<file path="src/rtl/score_display_driver.sv">
// ----------------------------------------------------------------------------
// score_display_driver
//
// Takes the BCD run-time score from the slow 1 Hz domain and resynchronises it
// into clk. Keeps a best-score register that updates at game over, and drives a
// 4-digit multiplexed, active-low 7-segment display. The display shows either
// the live score or the best score. The display blinks after a new record
// until game over clears.
//
// Optional feature macro: SCORE_LZB_EN
//   defined   -> leading-zero blanking (0000 shows "0")
//   undefined -> all four digits are always shown (0000 shows "0000")
//
// Ports
//   clk        : system clock, single domain for all state
//   reset_n    : asynchronous active-low reset
//   score      : four BCD digits, [15:12] most significant, from the 1 Hz domain
//   gameover   : level, asynchronous, high while the game is over
//   show_best  : 1 shows best, 0 shows the live score snapshot
//   clear_best : one-clk pulse, zeroes best and new_record
//   an         : digit enables, active low, an[0] = least significant digit
//   seg        : {dp,g,f,e,d,c,b,a}, active low
//   best       : best score (BCD)
//   new_record : set when the last game over beat best
// ----------------------------------------------------------------------------
module score_display_driver #(
    parameter int SCAN_DIV  = 100000,
    parameter int BLINK_DIV = 125
) (
    input  logic        clk,
    input  logic        reset_n,
    input  logic [15:0] score,
    input  logic        gameover,
    input  logic        show_best,
    input  logic        clear_best,
    output logic [3:0]  an,
    output logic [7:0]  seg,
    output logic [15:0] best,
    output logic        new_record
);

    localparam int PW = (SCAN_DIV > 1) ? $clog2(SCAN_DIV) : 1;
    localparam int FW = $clog2(BLINK_DIV + 1);
    localparam logic [PW-1:0] PRESC_LAST = PW'(SCAN_DIV - 1);
    localparam logic [FW-1:0] FRAME_LAST = FW'(BLINK_DIV - 1);

    // Active-low segment pattern for one nibble; A-F show a dash.
    function automatic logic [7:0] f_seg7(input logic [3:0] n);
        logic [7:0] s;
        case (n)
            4'h0:    s = 8'hC0;
            4'h1:    s = 8'hF9;
            4'h2:    s = 8'hA4;
            4'h3:    s = 8'hB0;
            4'h4:    s = 8'h99;
            4'h5:    s = 8'h92;
            4'h6:    s = 8'h82;
            4'h7:    s = 8'hF8;
            4'h8:    s = 8'h80;
            4'h9:    s = 8'h90;
            default: s = 8'hBF;
        endcase
        return s;
    endfunction

    logic [15:0]   r_s1, r_s2, r_snap, r_best;
    logic          r_g1, r_g2, r_g3, r_new_record;
    logic [PW-1:0] r_presc;
    logic [1:0]    r_digit;
    logic [FW-1:0] r_frame;
    logic          r_blink;
    logic [3:0]    r_an;
    logic [7:0]    r_seg;

    logic          w_rise, w_tc, w_lz, w_blank, w_dp_on;
    logic [15:0]   w_src;
    logic [3:0]    w_nib, w_an_dig, w_an_nxt;
    logic [7:0]    w_seg_raw, w_seg_nxt;

    assign w_rise     = r_g2 & ~r_g3;
    assign w_tc       = (r_presc == PRESC_LAST);
    assign an         = r_an;
    assign seg        = r_seg;
    assign best       = r_best;
    assign new_record = r_new_record;

    // Score and gameover synchronisers; snap only loads when two samples agree,
    // so a torn multi-bit transition is never captured.
    always_ff @(posedge clk or negedge reset_n) begin
        if (!reset_n) begin
            r_s1   <= 16'h0000;
            r_s2   <= 16'h0000;
            r_snap <= 16'h0000;
            r_g1   <= 1'b0;
            r_g2   <= 1'b0;
            r_g3   <= 1'b0;
        end else begin
            r_s1 <= score;
            r_s2 <= r_s1;
            if (r_s1 == r_s2) begin
                r_snap <= r_s2;
            end
            r_g1 <= gameover;
            r_g2 <= r_g1;
            r_g3 <= r_g2;
        end
    end

    // Best-score tracking. clear_best beats a simultaneous game-over event.
    // new_record drops on the same edge that takes g2 low (g1 already low).
    always_ff @(posedge clk or negedge reset_n) begin
        if (!reset_n) begin
            r_best       <= 16'h0000;
            r_new_record <= 1'b0;
        end else if (clear_best) begin
            r_best       <= 16'h0000;
            r_new_record <= 1'b0;
        end else if (w_rise) begin
            if (r_snap > r_best) begin
                r_best       <= r_snap;
                r_new_record <= 1'b1;
            end
        end else if (!r_g1) begin
            r_new_record <= 1'b0;
        end
    end

    // Scan timing: prescaler -> digit slot -> frame count -> blink phase.
    always_ff @(posedge clk or negedge reset_n) begin
        if (!reset_n) begin
            r_presc <= '0;
            r_digit <= 2'd0;
            r_frame <= '0;
            r_blink <= 1'b0;
        end else if (w_tc) begin
            r_presc <= '0;
            r_digit <= r_digit + 2'd1;
            if (r_digit == 2'd3) begin
                if (r_frame == FRAME_LAST) begin
                    r_frame <= '0;
                    r_blink <= ~r_blink;
                end else begin
                    r_frame <= r_frame + FW'(1);
                end
            end
        end else begin
            r_presc <= r_presc + PW'(1);
        end
    end

    // Next slot contents for the current digit: source select, nibble pick,
    // decode, dp, leading-zero and blink blanking.
    always_comb begin
        w_src    = show_best ? r_best : r_snap;
        w_nib    = 4'h0;
        w_an_dig = 4'hF;
        w_lz     = 1'b0;
        case (r_digit)
            2'd0: begin
                w_nib    = w_src[3:0];
                w_an_dig = 4'b1110;
            end
            2'd1: begin
                w_nib    = w_src[7:4];
                w_an_dig = 4'b1101;
`ifdef SCORE_LZB_EN
                w_lz     = (w_src[15:4] == 12'h000);
`endif
            end
            2'd2: begin
                w_nib    = w_src[11:8];
                w_an_dig = 4'b1011;
`ifdef SCORE_LZB_EN
                w_lz     = (w_src[15:8] == 8'h00);
`endif
            end
            2'd3: begin
                w_nib    = w_src[15:12];
                w_an_dig = 4'b0111;
`ifdef SCORE_LZB_EN
                w_lz     = (w_src[15:12] == 4'h0);
`endif
            end
            default: begin
                w_nib    = 4'h0;
                w_an_dig = 4'hF;
                w_lz     = 1'b0;
            end
        endcase
        w_dp_on   = show_best & (r_digit == 2'd0);
        w_seg_raw = f_seg7(w_nib);
        w_blank   = w_lz | (r_new_record & r_blink);
        if (w_blank) begin
            w_an_nxt  = 4'hF;
            w_seg_nxt = 8'hFF;
        end else begin
            w_an_nxt  = w_an_dig;
            w_seg_nxt = {w_seg_raw[7] & ~w_dp_on, w_seg_raw[6:0]};
        end
    end

    // Display registers load the slot for the current digit at terminal count,
    // so a mid-slot source change only shows at the next boundary.
    always_ff @(posedge clk or negedge reset_n) begin
        if (!reset_n) begin
            r_an  <= 4'hF;
            r_seg <= 8'hFF;
        end else if (w_tc) begin
            r_an  <= w_an_nxt;
            r_seg <= w_seg_nxt;
        end
    end

endmodule
</file>
<file path="config.mk">
export PLATFORM = sky130hd
export DESIGN_NAME = score_display_driver
export DESIGN_NICKNAME = d
export VERILOG_FILES = /design/src/rtl/score_display_driver.sv
export SDC_FILE = /design/constraint.sdc
export NUM_CORES = 1
export LEC_CHECK = 0
export ABC_AREA = 1
export CAP_MARGIN = 0
export CELL_PAD_IN_SITES_DETAIL_PLACEMENT = 0
export CELL_PAD_IN_SITES_GLOBAL_PLACEMENT = 1
export CORE_MARGIN = 2
export CORE_UTILIZATION = 47
export CTS_CLUSTER_SIZE = 14
export DETAILED_ROUTE_END_ITERATION = 6
export PLACE_DENSITY = 0.87
export REMOVE_ABC_BUFFERS = 1
export SYNTH_ARGS = -nofsm -noshare
export SYNTH_HDL_FRONTEND = slang
export SYNTH_SLANG_ARGS = --single-unit
</file>
<file path="constraint.sdc">
create_clock -name clk -period 2.95 [get_ports clk]
set_input_delay 0.59 -clock clk [delete_from_list [all_inputs] [get_ports clk]]
set_output_delay 0.59 -clock clk [all_outputs]
set_load 0.1 [all_outputs]
</file>
### Word level (Yosys, flattened, before mapping)

Memories as Yosys holds them, arrays and structs flattened.
Cells that the tools add are included.

| operators by class | value |
|---|---|
| multiplexer cells | 14 |
| eq/ne operators | 8 |
| bitwise logic cells | 7 |
| order comparisons | 1 |
| add/subtract/negate cells | 3 |
| reductions and logical operators | 7 |

Operators with widths:

| cell | number |
|---|---|
| two-way mux 16 bit | 4 |
| one-hot mux 4 bit (4 select lines) | 2 |
| adder 17 x 1 -> 17 bit, second input constant | 1 |
| == test 17 bit, second input constant | 1 |
| two-way mux 17 bit | 1 |
| == test 16 bit | 1 |
| greater-than comparator 16 bit | 1 |
| two-way mux 8 bit | 1 |
| adder 7 x 1 -> 7 bit, second input constant | 1 |
| == test 7 bit, second input constant | 1 |
| two-way mux 7 bit | 1 |
| inequality test 3 x 2 -> 1 bit, second input constant | 2 |
| AND reduction 2 bit | 3 |
| == test 2 bit, second input constant | 2 |
| two-way mux 1 bit | 4 |
| two-way mux 4 bit | 1 |
| nonzero test 2 bit | 2 |
| AND 1 bit | 3 |
| NOT 1 bit | 3 |
| AND reduction 3 bit | 1 |
| adder 2 x 1 -> 2 bit, second input constant | 1 |
| == test 2 x 1 -> 1 bit, second input constant | 1 |
| zero test 2 bit | 1 |
| AND 1 bit, first input constant | 1 |

| storage, ports and cells | value |
|---|---|
| memories kept | 1 |
| memory bits (read-only) | 112 |
| bits in registers | 107 |
| output and inout port bits | 29 |
| input port bits | 21 |
| logic and storage cells | 55 |

Memory list:

| name | words | bits a word | rd ports | clocked after Yosys merged registers in | write ports | RTL line | text |
|---|---|---|---|---|---|---|---|
| (name not given) | 16 | 7 | 1 | 0 | 0 | 50 | `case (n)` |

### Longest topological paths before layout

| depth | value |
|---|---|
| word-level depth | 5 |
| gate-level depth with buffers | 18 |
| mapped depth without buffers | 17 |

### Worst setup path before layout

No wires, ideal clock.

| timing path | value |
|---|---|
| kind | register -> register |
| start point | reg r_best[2] (netlist: best[2]) |
| end point | reg r_best[13] (netlist: best[13]) |
| arrival time | 2276 ps |
| setup time | 123 ps |
| buffers on the path | 1 |
| data required time | 2827 ps |
| clock period less this slack | 2399 ps |
| path slack | 551 ps |
| cell stages (with the launch flop) | 12 |
| cell sequence | dfrtp_1 inv_1 ha_1 nand2_1 inv_1 nand3_1 nor3_1 a21oi_2 nand2_2 buf_6 nand3_1 nand2_1 |

| between the ends | value |
|---|---|
| cells in the longest elaborated chain, start to end | 3 |

RTL lines:

| element | RTL line | text |
|---|---|---|
| start, declared | 66 | `logic [15:0] r_s1, r_s2, r_snap, r_best;` |
| start signal, assigned | 120 | `r_best <= r_snap;` |
| greater-than comparator 16 bit | 119 | `if (r_snap > r_best) begin` |
| nonzero test 2 bit (no source line) | - |  |
| AND reduction 2 bit (no source line) | - |  |

No other way between the ends.
A chain may end at the register's enable or synchronous reset.

### Worst setup path in the final report

| timing path | value |
|---|---|
| start point | reg r_best[15] (netlist: best[15]) |
| end point | reg r_best[3] (netlist: best[3]) |

Same word-level chain as after synthesis.

==> results.json <==
{
  "end_kind": "flip-flop",
  "initial_utilization_pct": 47.60,
  "fin_crit_sh_pct": 84.90,
  "final_common_cell": "nand2_1",
  "final_cell_mix": "144 x nand2_1, 95 x dfrtp_1, 68 x inv_1",
  "gp_congestion": 0.9170,
  "synth_top_cell_by_area": "dfrtp_1",
  "finalHoldViolCount": 0,
  "dr.pass1.iters": 4,
  "post_drt_wl_per_cell_microns": 13.76,
  "slew_viol_final": 0,
  "ios": 50,
  "layout.cells.non_filler": 808,
  "clk_path_buf_depth": 2,
  "layout_min_cycle_time_ps": 2505,
  "ant_nets": 0,
  "maxSlewHeadroom_pct": 41.10,
  "yosysWarnings": 0,
  "clock_skew_ps": 16.20,
  "max_freq_mhz": 399.3,
  "cap_viol_max_count": 0,
  "power_density_nw_per_um2": 468.4,
  "ff_latch_area_sq_um": 2693,
  "multi_input_area_sq_um": 2311,
  "rows": 39,
  "tns_ps": 0,
  "grt_max_degree": 56,
  "clock-sinks": 107,
  "post_cts_buffers": 0,
  "place_hpwl_microns": 8134,
  "core_area_sq_um": 11270,
  "antenna_found_initial": 0,
  "clock_latency_ps": 360,
  "remaining_drc_errors": 0,
  "nFillCells": 1037,
  "yosysSeqAreaShare_pct": 50.19,
  "grt_pass1_wl_microns": 19600,
  "critical_path.startpoint_type": "flip-flop",
  "required_ps": 3180,
  "avgSynthCellArea_sq_um": 8.810,
  "diodes": 0,
  "worst_pin_slew_ps": 883.5,
  "nNetsFinal": 709,
  "die_width_microns": 110.8,
  "synthTopCellsByArea": "dfrtp_1 44%, nand2_1 10%, ha_1 6.5%",
  "crit_type": "reg -> reg",
  "status": "finished, final reports clean",
  "arrival_ps": 2740,
  "setup_violations": 0,
  "chipHeight_microns": 110.8,
  "rsz0062_at_grt": "no",
  "ir_drop_v": 0.0002798,
  "cts_buffers": 9,
  "drtIter0Drc": 193,
  "h-tree-depth": 3,
  "cts_tree": "built",
  "crit_fanout": 17,
  "drive_gt1_share_pct": 14.59,
  "ys_ff_latch": 107,
  "grt_usage_pct": 19.41,
  "postSynthCellCount": 609,
  "cts-root-buf": "clkbuf_16",
  "via_per_inst": 5.146,
  "via_count": 4158,
  "grt_overflow": 0,
  "grt_pass1_vias": 4102,
  "die-area_sq_um": 12290,
  "power_leakage_nw": 3.140,
  "worstHoldPathType": "in -> async",
  "path_clk_slew_ps": 90,
  "synth.distinct_cells": 39,
  "synth_top_area_share_pct": 44.31,
  "dpl.cell_count": 792,
  "portBuffers": 49,
  "totalWireLength_microns": 11120,
  "area_delta_synth_final_pct": 16.63,
  "ctsHoldBuffers": 0,
  "netlist_area_sq_um": 5365,
  "cts_repair_resize_count": 0
}
==> metrics by stage <==
step                hold slack, ps  cell area (sq um)  worst slack, ps  util (%)  total power, mW
floorplan                    294.4               5280            335.3         -            1.577
global placement             360.8               5924            447.5     52.56            1.649
detailed placement           364.4               5924            401.4     52.56            1.653
CTS                          295.9               6257            474.9     55.51            2.962
global route                 320.2               6257            259.9     55.51            3.041
finish                       261.9               6257            445.4     55.51            2.931
==> power breakdown <==
part	internal [mW]	total, mW	switching [mW]
Combinational	0.0502	0.113	0.0631
Clock	0.712	1.31	0.597
Sequential	1.49	1.51	0.0177
Total	2.25	2.93	0.678
==> layer usage <==
metal | vias up | GRT usage (%) | wire length [microns]
met3 | 16 | 3.499 | 523
met4 | 0 | 5.583 | 191
met2 | 98 | 32.64 | 5274
met1 | 1965 | 25.90 | 5127
met5 | - | 0 | 0
li1 | 2079 | - | -
==> flip-flops by register name (all words and copies together) (netlist names) <==
signal,cells
r_digit,2
r_blink,1
r_s2,16
r_g3,1
r_frame,7
r_g2,1
seg,8
new_record,1
r_snap,16
best,16
an,4
r_presc,17
r_g1,1
r_s1,16
==> worst max-delay path: stages, from the launching register on <==
cell,delay (ps)
dfrtp_1,410
inv_1,60
ha_1,320
nand4_1,170
nor3_2,90
a21oi_2,680
nand2_2,430
nand3_1,160
nand2_1,60
==> area by class of cell <==
| cell class | count | area share [%] |
|---|---|---|
| clock buffer | 10 | 3.819 |
| clock inverter | 6 | 1.500 |
| inverter | 73 | 4.419 |
| multi-input combinational | 415 | 36.93 |
| sequential | 107 | 43.03 |
| tap | 143 | 2.859 |
| timing repair buffer | 54 | 7.439 |
==> kinds of logic after synthesis <==
group,share of synthesized area [%]
buf+inv,6.740
compound gates,5.457
fa+ha+maj,6.530
simple gates,26.84
xor+xnor,4.244
flops,50.19
==> Yosys cell counts, drive strengths merged <==
library cell  number
xnor2             18
dfstp             12
inv               73
o21ba              1
buf               13
o211ai             1
a31oi              1
or2                2
dfrtp             95
nand4             27
nor4               2
nor3               5
a21oi             26
clkbuf             1
nand3             62
o21bai             2
o2111ai            1
xor2               8
o21ai             17
o21a               1
nand2            153
nor2              60
ha                28
==> worst paths after layout <==
check | startpoint | to | slack (ps) | cells after the start
setup / recovery | best[15] | best[3] | 450 | 8
hold / removal | reset_n | best[8] | 260 | 1
setup reg to reg | best[15] | best[3] | 450 | 8
hold reg to reg | r_g2 | r_g3 | 380 | 0
max in group asynchronous | reset_n | r_s2[2] | 1970 | 2
min in group clk | r_g2 | r_g3 | 380 | 0
No activity file was read; power rests on OpenSTA's default activity.
